`src/rtl/mem_port_arbiter_if.sv`:
```
// Purpose : bundles the fetch port, data port and memory port of mem_port_arbiter.
// Latency : n/a (signal bundle only).
// Backpressure: requesters hold req and request fields stable until the matching gnt.
//
// Ports (arbiter view, modport slave):
//   fetch : if_req, if_addr, if_flush  -> if_gnt, if_valid, if_rdata
//   data  : dm_req, dm_we, dm_addr, dm_wdata -> dm_gnt, dm_valid, dm_rdata
//   memory: mem_ce, mem_we, mem_addr, mem_wdata -> mem_rdata (combinational read)
// The master modport is the mirror image, used by whatever drives the requests
// and models the memory.

interface mem_port_arbiter_if;

  // fetch requester
  logic        if_req;
  logic [31:0] if_addr;
  logic        if_flush;
  logic        if_gnt;
  logic        if_valid;
  logic [31:0] if_rdata;

  // data requester
  logic        dm_req;
  logic        dm_we;
  logic [31:0] dm_addr;
  logic [31:0] dm_wdata;
  logic        dm_gnt;
  logic        dm_valid;
  logic [31:0] dm_rdata;

  // shared memory port
  logic        mem_ce;
  logic        mem_we;
  logic [31:0] mem_addr;
  logic [31:0] mem_wdata;
  logic [31:0] mem_rdata;

  modport slave (
    input  if_req, if_addr, if_flush,
    output if_gnt, if_valid, if_rdata,
    input  dm_req, dm_we, dm_addr, dm_wdata,
    output dm_gnt, dm_valid, dm_rdata,
    output mem_ce, mem_we, mem_addr, mem_wdata,
    input  mem_rdata
  );

  modport master (
    output if_req, if_addr, if_flush,
    input  if_gnt, if_valid, if_rdata,
    output dm_req, dm_we, dm_addr, dm_wdata,
    input  dm_gnt, dm_valid, dm_rdata,
    input  mem_ce, mem_we, mem_addr, mem_wdata,
    output mem_rdata
  );

endinterface

```
`src/rtl/mem_port_arbiter.sv`:
```
// Purpose : shares one combinational-read memory port between instruction fetch and data access.
// Latency : gnt in cycle N, memory access in N+1, registered *_valid/*_rdata in N+2; one transaction per cycle.
// Backpressure: data side has fixed priority; a losing requester keeps req high until its gnt.
//
// Ports:
//   clk   - single clock, rising edge
//   rst_n - synchronous active-low reset
//   bus   - mem_port_arbiter_if.slave: fetch port, data port and memory port
// Optional feature: define ARB_STARVE_GUARD_EN to let fetch win after STARVE_MAX
// consecutive data grants that blocked it (STARVE_MAX legal range 1..15).
// Without it data has strict priority and fetch can wait indefinitely.

module mem_port_arbiter #(
  parameter int STARVE_MAX = 4
) (
  input  logic              clk,
  input  logic              rst_n,
  mem_port_arbiter_if.slave bus
);

  if (STARVE_MAX < 1 || STARVE_MAX > 15) begin : g_bad_starve_max
    $error("mem_port_arbiter: STARVE_MAX must be in 1..15");
  end

  typedef enum logic {
    SRC_IF = 1'b0,
    SRC_DM = 1'b1
  } src_t;

  // Transaction sitting in the ACCESS stage.
  typedef struct packed {
    logic        vld;
    src_t        src;
    logic        we;
    logic        kill;   // fetch granted while flush was high: access runs, no response
    logic [31:0] addr;
    logic [31:0] wdata;
  } acc_t;

  acc_t        acc_q;
  logic        if_win;
  logic        dm_win;
  logic        force_if;
  logic        fetch_ret;
  logic        data_ret;
  logic        if_valid_q;
  logic        dm_valid_q;
  logic [31:0] if_rdata_q;
  logic [31:0] dm_rdata_q;

  // ---------------------------------------------------------------------------
  // Starvation guard
  // ---------------------------------------------------------------------------
`ifdef ARB_STARVE_GUARD_EN
  logic [3:0] starve_cnt;

  assign force_if = bus.if_req && (starve_cnt == 4'(STARVE_MAX));

  // Counts consecutive cycles where fetch was waiting and data took the port.
  // It cannot pass STARVE_MAX: reaching it forces a fetch grant, which clears it.
  always_ff @(posedge clk) begin
    if (!rst_n) begin
      starve_cnt <= 4'd0;
    end else if (!bus.if_req || if_win) begin
      starve_cnt <= 4'd0;
    end else if (dm_win) begin
      starve_cnt <= starve_cnt + 4'd1;
    end
  end
`else
  assign force_if = 1'b0;
`endif

  // ---------------------------------------------------------------------------
  // ARB stage
  // ---------------------------------------------------------------------------
  always_comb begin
    if_win = 1'b0;
    dm_win = 1'b0;
    if (rst_n) begin
      if (force_if) begin
        if_win = 1'b1;
      end else if (bus.dm_req) begin
        dm_win = 1'b1;
      end else if (bus.if_req) begin
        if_win = 1'b1;
      end
    end
  end

  assign bus.if_gnt = if_win;
  assign bus.dm_gnt = dm_win;

  always_ff @(posedge clk) begin
    if (!rst_n) begin
      acc_q <= '0;
    end else begin
      acc_q.vld <= if_win | dm_win;
      if (dm_win) begin
        acc_q.src   <= SRC_DM;
        acc_q.we    <= bus.dm_we;
        acc_q.kill  <= 1'b0;
        acc_q.addr  <= bus.dm_addr;
        acc_q.wdata <= bus.dm_wdata;
      end else if (if_win) begin
        acc_q.src   <= SRC_IF;
        acc_q.we    <= 1'b0;
        acc_q.kill  <= bus.if_flush;
        acc_q.addr  <= bus.if_addr;
        acc_q.wdata <= 32'd0;
      end
    end
  end

  // ---------------------------------------------------------------------------
  // ACCESS stage: drive the memory port from the registered transaction.
  // Enables are gated with rst_n so a write caught by reset never commits.
  // ---------------------------------------------------------------------------
  assign bus.mem_ce    = rst_n & acc_q.vld;
  assign bus.mem_we    = rst_n & acc_q.vld & acc_q.we;
  assign bus.mem_addr  = acc_q.vld ? acc_q.addr : 32'd0;
  assign bus.mem_wdata = (acc_q.vld && acc_q.we) ? acc_q.wdata : 32'd0;

  // ---------------------------------------------------------------------------
  // RESP stage
  // ---------------------------------------------------------------------------
  // A flush seen during the fetch's ACCESS cycle drops its response.
  assign fetch_ret = acc_q.vld && (acc_q.src == SRC_IF) && !acc_q.kill && !bus.if_flush;
  assign data_ret  = acc_q.vld && (acc_q.src == SRC_DM);

  always_ff @(posedge clk) begin
    if (!rst_n) begin
      if_valid_q <= 1'b0;
      dm_valid_q <= 1'b0;
      if_rdata_q <= 32'd0;
      dm_rdata_q <= 32'd0;
    end else begin
      if_valid_q <= fetch_ret;
      dm_valid_q <= data_ret;
      if (fetch_ret) begin
        if_rdata_q <= bus.mem_rdata;
      end
      // Writes only acknowledge; read data keeps its last value.
      if (data_ret && !acc_q.we) begin
        dm_rdata_q <= bus.mem_rdata;
      end
    end
  end

  // A flush in the response cycle also hides a fetch response already registered.
  assign bus.if_valid = if_valid_q & ~bus.if_flush;
  assign bus.if_rdata = if_rdata_q;
  assign bus.dm_valid = dm_valid_q;
  assign bus.dm_rdata = dm_rdata_q;

endmodule

```
`src/flat_wrapper.sv`:
```
// flat-port wrapper written by rule: the top's interface ports become plain ports
module mem_port_arbiter_flat 
#(
  parameter int STARVE_MAX = 4
)
  (clk, rst_n, bus_if_req, bus_if_addr, bus_if_flush, bus_if_gnt, bus_if_valid, bus_if_rdata, bus_dm_req, bus_dm_we, bus_dm_addr, bus_dm_wdata, bus_dm_gnt, bus_dm_valid, bus_dm_rdata, bus_mem_ce, bus_mem_we, bus_mem_addr, bus_mem_wdata, bus_mem_rdata);
  mem_port_arbiter_if bus_i ();
  input  logic clk;
  input  logic rst_n;
  input wire logic [$bits(bus_i.if_req)-1:0] bus_if_req;
  input wire logic [$bits(bus_i.if_addr)-1:0] bus_if_addr;
  input wire logic [$bits(bus_i.if_flush)-1:0] bus_if_flush;
  output wire logic [$bits(bus_i.if_gnt)-1:0] bus_if_gnt;
  output wire logic [$bits(bus_i.if_valid)-1:0] bus_if_valid;
  output wire logic [$bits(bus_i.if_rdata)-1:0] bus_if_rdata;
  input wire logic [$bits(bus_i.dm_req)-1:0] bus_dm_req;
  input wire logic [$bits(bus_i.dm_we)-1:0] bus_dm_we;
  input wire logic [$bits(bus_i.dm_addr)-1:0] bus_dm_addr;
  input wire logic [$bits(bus_i.dm_wdata)-1:0] bus_dm_wdata;
  output wire logic [$bits(bus_i.dm_gnt)-1:0] bus_dm_gnt;
  output wire logic [$bits(bus_i.dm_valid)-1:0] bus_dm_valid;
  output wire logic [$bits(bus_i.dm_rdata)-1:0] bus_dm_rdata;
  output wire logic [$bits(bus_i.mem_ce)-1:0] bus_mem_ce;
  output wire logic [$bits(bus_i.mem_we)-1:0] bus_mem_we;
  output wire logic [$bits(bus_i.mem_addr)-1:0] bus_mem_addr;
  output wire logic [$bits(bus_i.mem_wdata)-1:0] bus_mem_wdata;
  input wire logic [$bits(bus_i.mem_rdata)-1:0] bus_mem_rdata;
  assign bus_i.if_req = bus_if_req;
  assign bus_i.if_addr = bus_if_addr;
  assign bus_i.if_flush = bus_if_flush;
  assign bus_if_gnt = bus_i.if_gnt;
  assign bus_if_valid = bus_i.if_valid;
  assign bus_if_rdata = bus_i.if_rdata;
  assign bus_i.dm_req = bus_dm_req;
  assign bus_i.dm_we = bus_dm_we;
  assign bus_i.dm_addr = bus_dm_addr;
  assign bus_i.dm_wdata = bus_dm_wdata;
  assign bus_dm_gnt = bus_i.dm_gnt;
  assign bus_dm_valid = bus_i.dm_valid;
  assign bus_dm_rdata = bus_i.dm_rdata;
  assign bus_mem_ce = bus_i.mem_ce;
  assign bus_mem_we = bus_i.mem_we;
  assign bus_mem_addr = bus_i.mem_addr;
  assign bus_mem_wdata = bus_i.mem_wdata;
  assign bus_i.mem_rdata = bus_mem_rdata;
  mem_port_arbiter #(.STARVE_MAX(STARVE_MAX)) u_core (.clk(clk), .rst_n(rst_n), .bus(bus_i));
endmodule
```
`config.mk`:
```
export PLATFORM = sky130hd
export DESIGN_NAME = mem_port_arbiter_flat
export DESIGN_NICKNAME = d
export VERILOG_FILES = /design/src/rtl/mem_port_arbiter_if.sv /design/src/rtl/mem_port_arbiter.sv /design/src/flat_wrapper.sv
export SDC_FILE = /design/constraint.sdc
export NUM_CORES = 1
export LEC_CHECK = 0
export ABC_AREA = 1
export CORE_AREA = 8 8 146 148
export DETAILED_ROUTE_END_ITERATION = 8
export DIE_AREA = 0 0 154 156
export PLACE_DENSITY = 0.68
export SETUP_SLACK_MARGIN = 0.15
export SKIP_CTS_REPAIR_TIMING = 1
export SLEW_MARGIN = 30
export SYNTH_ARGS = -nofsm -noshare
export SYNTH_HDL_FRONTEND = slang
export SYNTH_SLANG_ARGS = --single-unit
```
`constraint.sdc`:
```
create_clock -name clk -period 2.4 [get_ports clk]
set_input_delay 0.36 -clock clk [delete_from_list [all_inputs] [get_ports clk]]
set_output_delay 0.36 -clock clk [all_outputs]
set_load 0.01 [all_outputs]
```
==> out/results.ini <==
[global_routing]
antenna_found_initial = 0
grt_max_degree = 66
grt_pass1_vias = 5882
track_usage = 0.171
grt-ovfl-total = 0
grt_pass1_wl_um = 32900

[detailed_routing]
wirelength_um = 21000
drtAntennaViolNets = 0
drtIter0Drc = 274
vias = 6010
post_drt_wl_per_cell_um = 15.8
route.detailed.drc = 0
first_pass_iters = 4
viasPerCell = 4.53

[yosys]
synth_area_per_cell_um2 = 6.76
synth_cell_types = 16
synth_cells = 828
ys_seq_elements = 134
synth_edf_count = 0
synth_nets = 962
ys_seq_area_frac = 0.480
ys_warn_count = 0
netlist_area_mm2 = 0.00559
synth_async_sr_flop_share = 0
ys_dominant_reg_cell = dfxtp_1

[clock_tree]
cts_buffer_depth = 2
htreeDepth = 4
cts_sinks = 134
clkSlewWorstSetupHoldPaths_ps = 60
cts_root_buf = clkbuf_16
worstSkewPairLatency_ps = 410
tritoncts = done
cts_buffers = 17

[worst_setup_path]
r2r_cells = 6
r2r_setup_slack_ps = 850
critPathBufInv = 2
crit_path_max_incr_delay_ps = 550
crit_type = register to primary output
critPathArrivalTime_ps = 1780
r2r_start = u_core.acc_q[67]$_SDFF_PN0_
r2r-end = u_core.bus.dm_rdata[13]$_SDFFE_PN0P_
crit_chain = nand2_1 -> buf_4 -> nor2_1 -> clkdlybuf4s50_1
path_max_fanout = 21
cp.required_ps = 2040
cpLargestDelayFamily = buffers and inverters
critPathLaunchType = register
crit_slowest_cell = clkdlybuf4s50_1
cp-end-kind = primary output

[layout]
areaGrowthSynthToFinish_pct = 62.7
antenna_cells = 0
layout-drive-gt1-share = 0.0578
fin_cells = 1328
nets = 1211

[timing]
setup_violations = 0
setup_tns_ps = 0
final-max-slew-violation-count = 0
period_needed_ps = 2140
hold_violations = 0
slew_headroom = 0.529
clock_skew_ps = 8.61
tightest_slew_ps = 707
grt_setup_unrepaired = false
fin_crit_sh = 0.891
clock.fmax_mhz = 468

[min_path]
worstHoldPathCells = 3
min_from = rst_n
min_to = u_core.acc_q[66]$_SDFFE_PN0P_
hold_path.class = primary input to register

[place]
routabilityCongestion = 0.787
dp_hpwl_um = 14800
io_buffers = 267
dp_cells = 1296

[floorplan]
dieWidth_um = 154
die_h_um = 156
core_mm2 = 0.0191
die_area_mm2 = 0.0240
row_count = 51
ioPinCount = 268
initial_utilization = 0.293

[power]
power_uw = 5970
pwr_density_cell_mw_per_mm2 = 656
leakage_uw = 0.00422
ir_worst_vdd_mv = 0.446

[job]
cap_violations = 0

[run_status]
status = completed

-- cell usage in the layout (no fill, tap or decap), drive strengths merged --
cell / n
clkdlybuf4s50: 258
nand2: 220
nor2: 146
dfxtp: 134
inv: 97
nand3: 90
o21ai: 34
a21oi: 32
buf: 22
nand4: 20
clkbuf: 19
dlymetal6s2s: 8
clkinv: 5
bufinv: 3
nor3: 1
clkinvlp: 1
-- cells by family (layout without fill, tap and decap cells) --
| family | Yosys count | in the layout | share of synthesized area |
|---|---|---|---|
| compound gates | 66 | 66 | 0.0597 |
| buf+inv | 151 | 413 | 0.110 |
| simple gates | 477 | 477 | 0.351 |
| flops | 134 | 134 | 0.480 |
-- per-layer routing --
metal  vias to the layer above  track usage  part of all wire
li1                       3056            -                 -
met1                      2741        0.201              0.42
met2                       196        0.278              0.47
met3                        17       0.0748             0.098
met4                         0       0.0495             0.013
met5                         -            0                 0
-- flip-flops by register name (all words and copies together), names as in the netlist --
register / flops
u_core.acc_q: 68
u_core.bus.dm_rdata: 32
u_core.bus.if_rdata: 32
u_core.bus.dm_valid: 1
u_core.if_valid_q: 1
-- worst reg2reg max path: cells and delay by family (launching register included) --
kind	cells	cell delay [ps]
AND/OR/NAND/NOR	3	380
buffers and inverters	2	580
flip-flops	1	380
AO/OA/AOI/OAI	1	150
-- power breakdown --
group / total [uW] / switching (uW) / internal [uW]
registers: 2410 / 61.4 / 2350
logic: 829 / 395 / 434
clock network: 2730 / 1050 / 1680
total: 5970 / 1510 / 4460
-- synth_stat cells (5+ instances only) --
| library cell | count | area [um^2] |
|---|---|---|
| dfxtp_1 | 134 | 2680 |
| a21oi_1 | 32 | 160 |
| o21ai_0 | 28 | 140 |
| o21ai_1 | 5 | 25.0 |
| nor2_1 | 144 | 541 |
| nand4_1 | 20 | 125 |
| nand2_1 | 220 | 826 |
| nand3_1 | 90 | 450 |
| clkbuf_1 | 23 | 86.3 |
| buf_2 | 34 | 170 |
| inv_1 | 91 | 342 |
-- per-stage QoR --
step / setup WS, ps / util / cell area, um^2 / hold slack (ps)
finish: 263 / 0.477 / 9100 / 320
CTS: 165 / 0.476 / 9080 / 311
global route: 156 / 0.477 / 9100 / 330
floorplan: 968 / - / 5590 / 443
global placement: 164 / 0.444 / 8470 / 448
detailed placement: 166 / 0.444 / 8470 / 452
-- worst max path at each step --
stage                                                to  cells past startpoint  slack, ps                        start
after floorplan                              bus_mem_we                      5        970                        rst_n
after global placement                       bus_dm_gnt                      4        160                   bus_dm_req
after detailed placement  u_core.acc_q[48]$_SDFFE_PN0P_                      8        170                   bus_dm_req
after CTS                                    bus_dm_gnt                      4        170                   bus_dm_req
after global routing                  bus_mem_wdata[18]                      4        160  u_core.acc_q[67]$_SDFF_PN0_
final                                 bus_mem_wdata[11]                      4        260  u_core.acc_q[67]$_SDFF_PN0_
-- cell type report --
cell class,instances,area (um^2)
clock buffers,19,443
clock inverters,13,169
fillers,1941,9980
inverters,93,349
multi-input cells,543,2300
flip-flops and latches,134,2680
well taps,238,298
repair buffers,288,2860
Note: power is estimated with default switching activity, not from simulation.
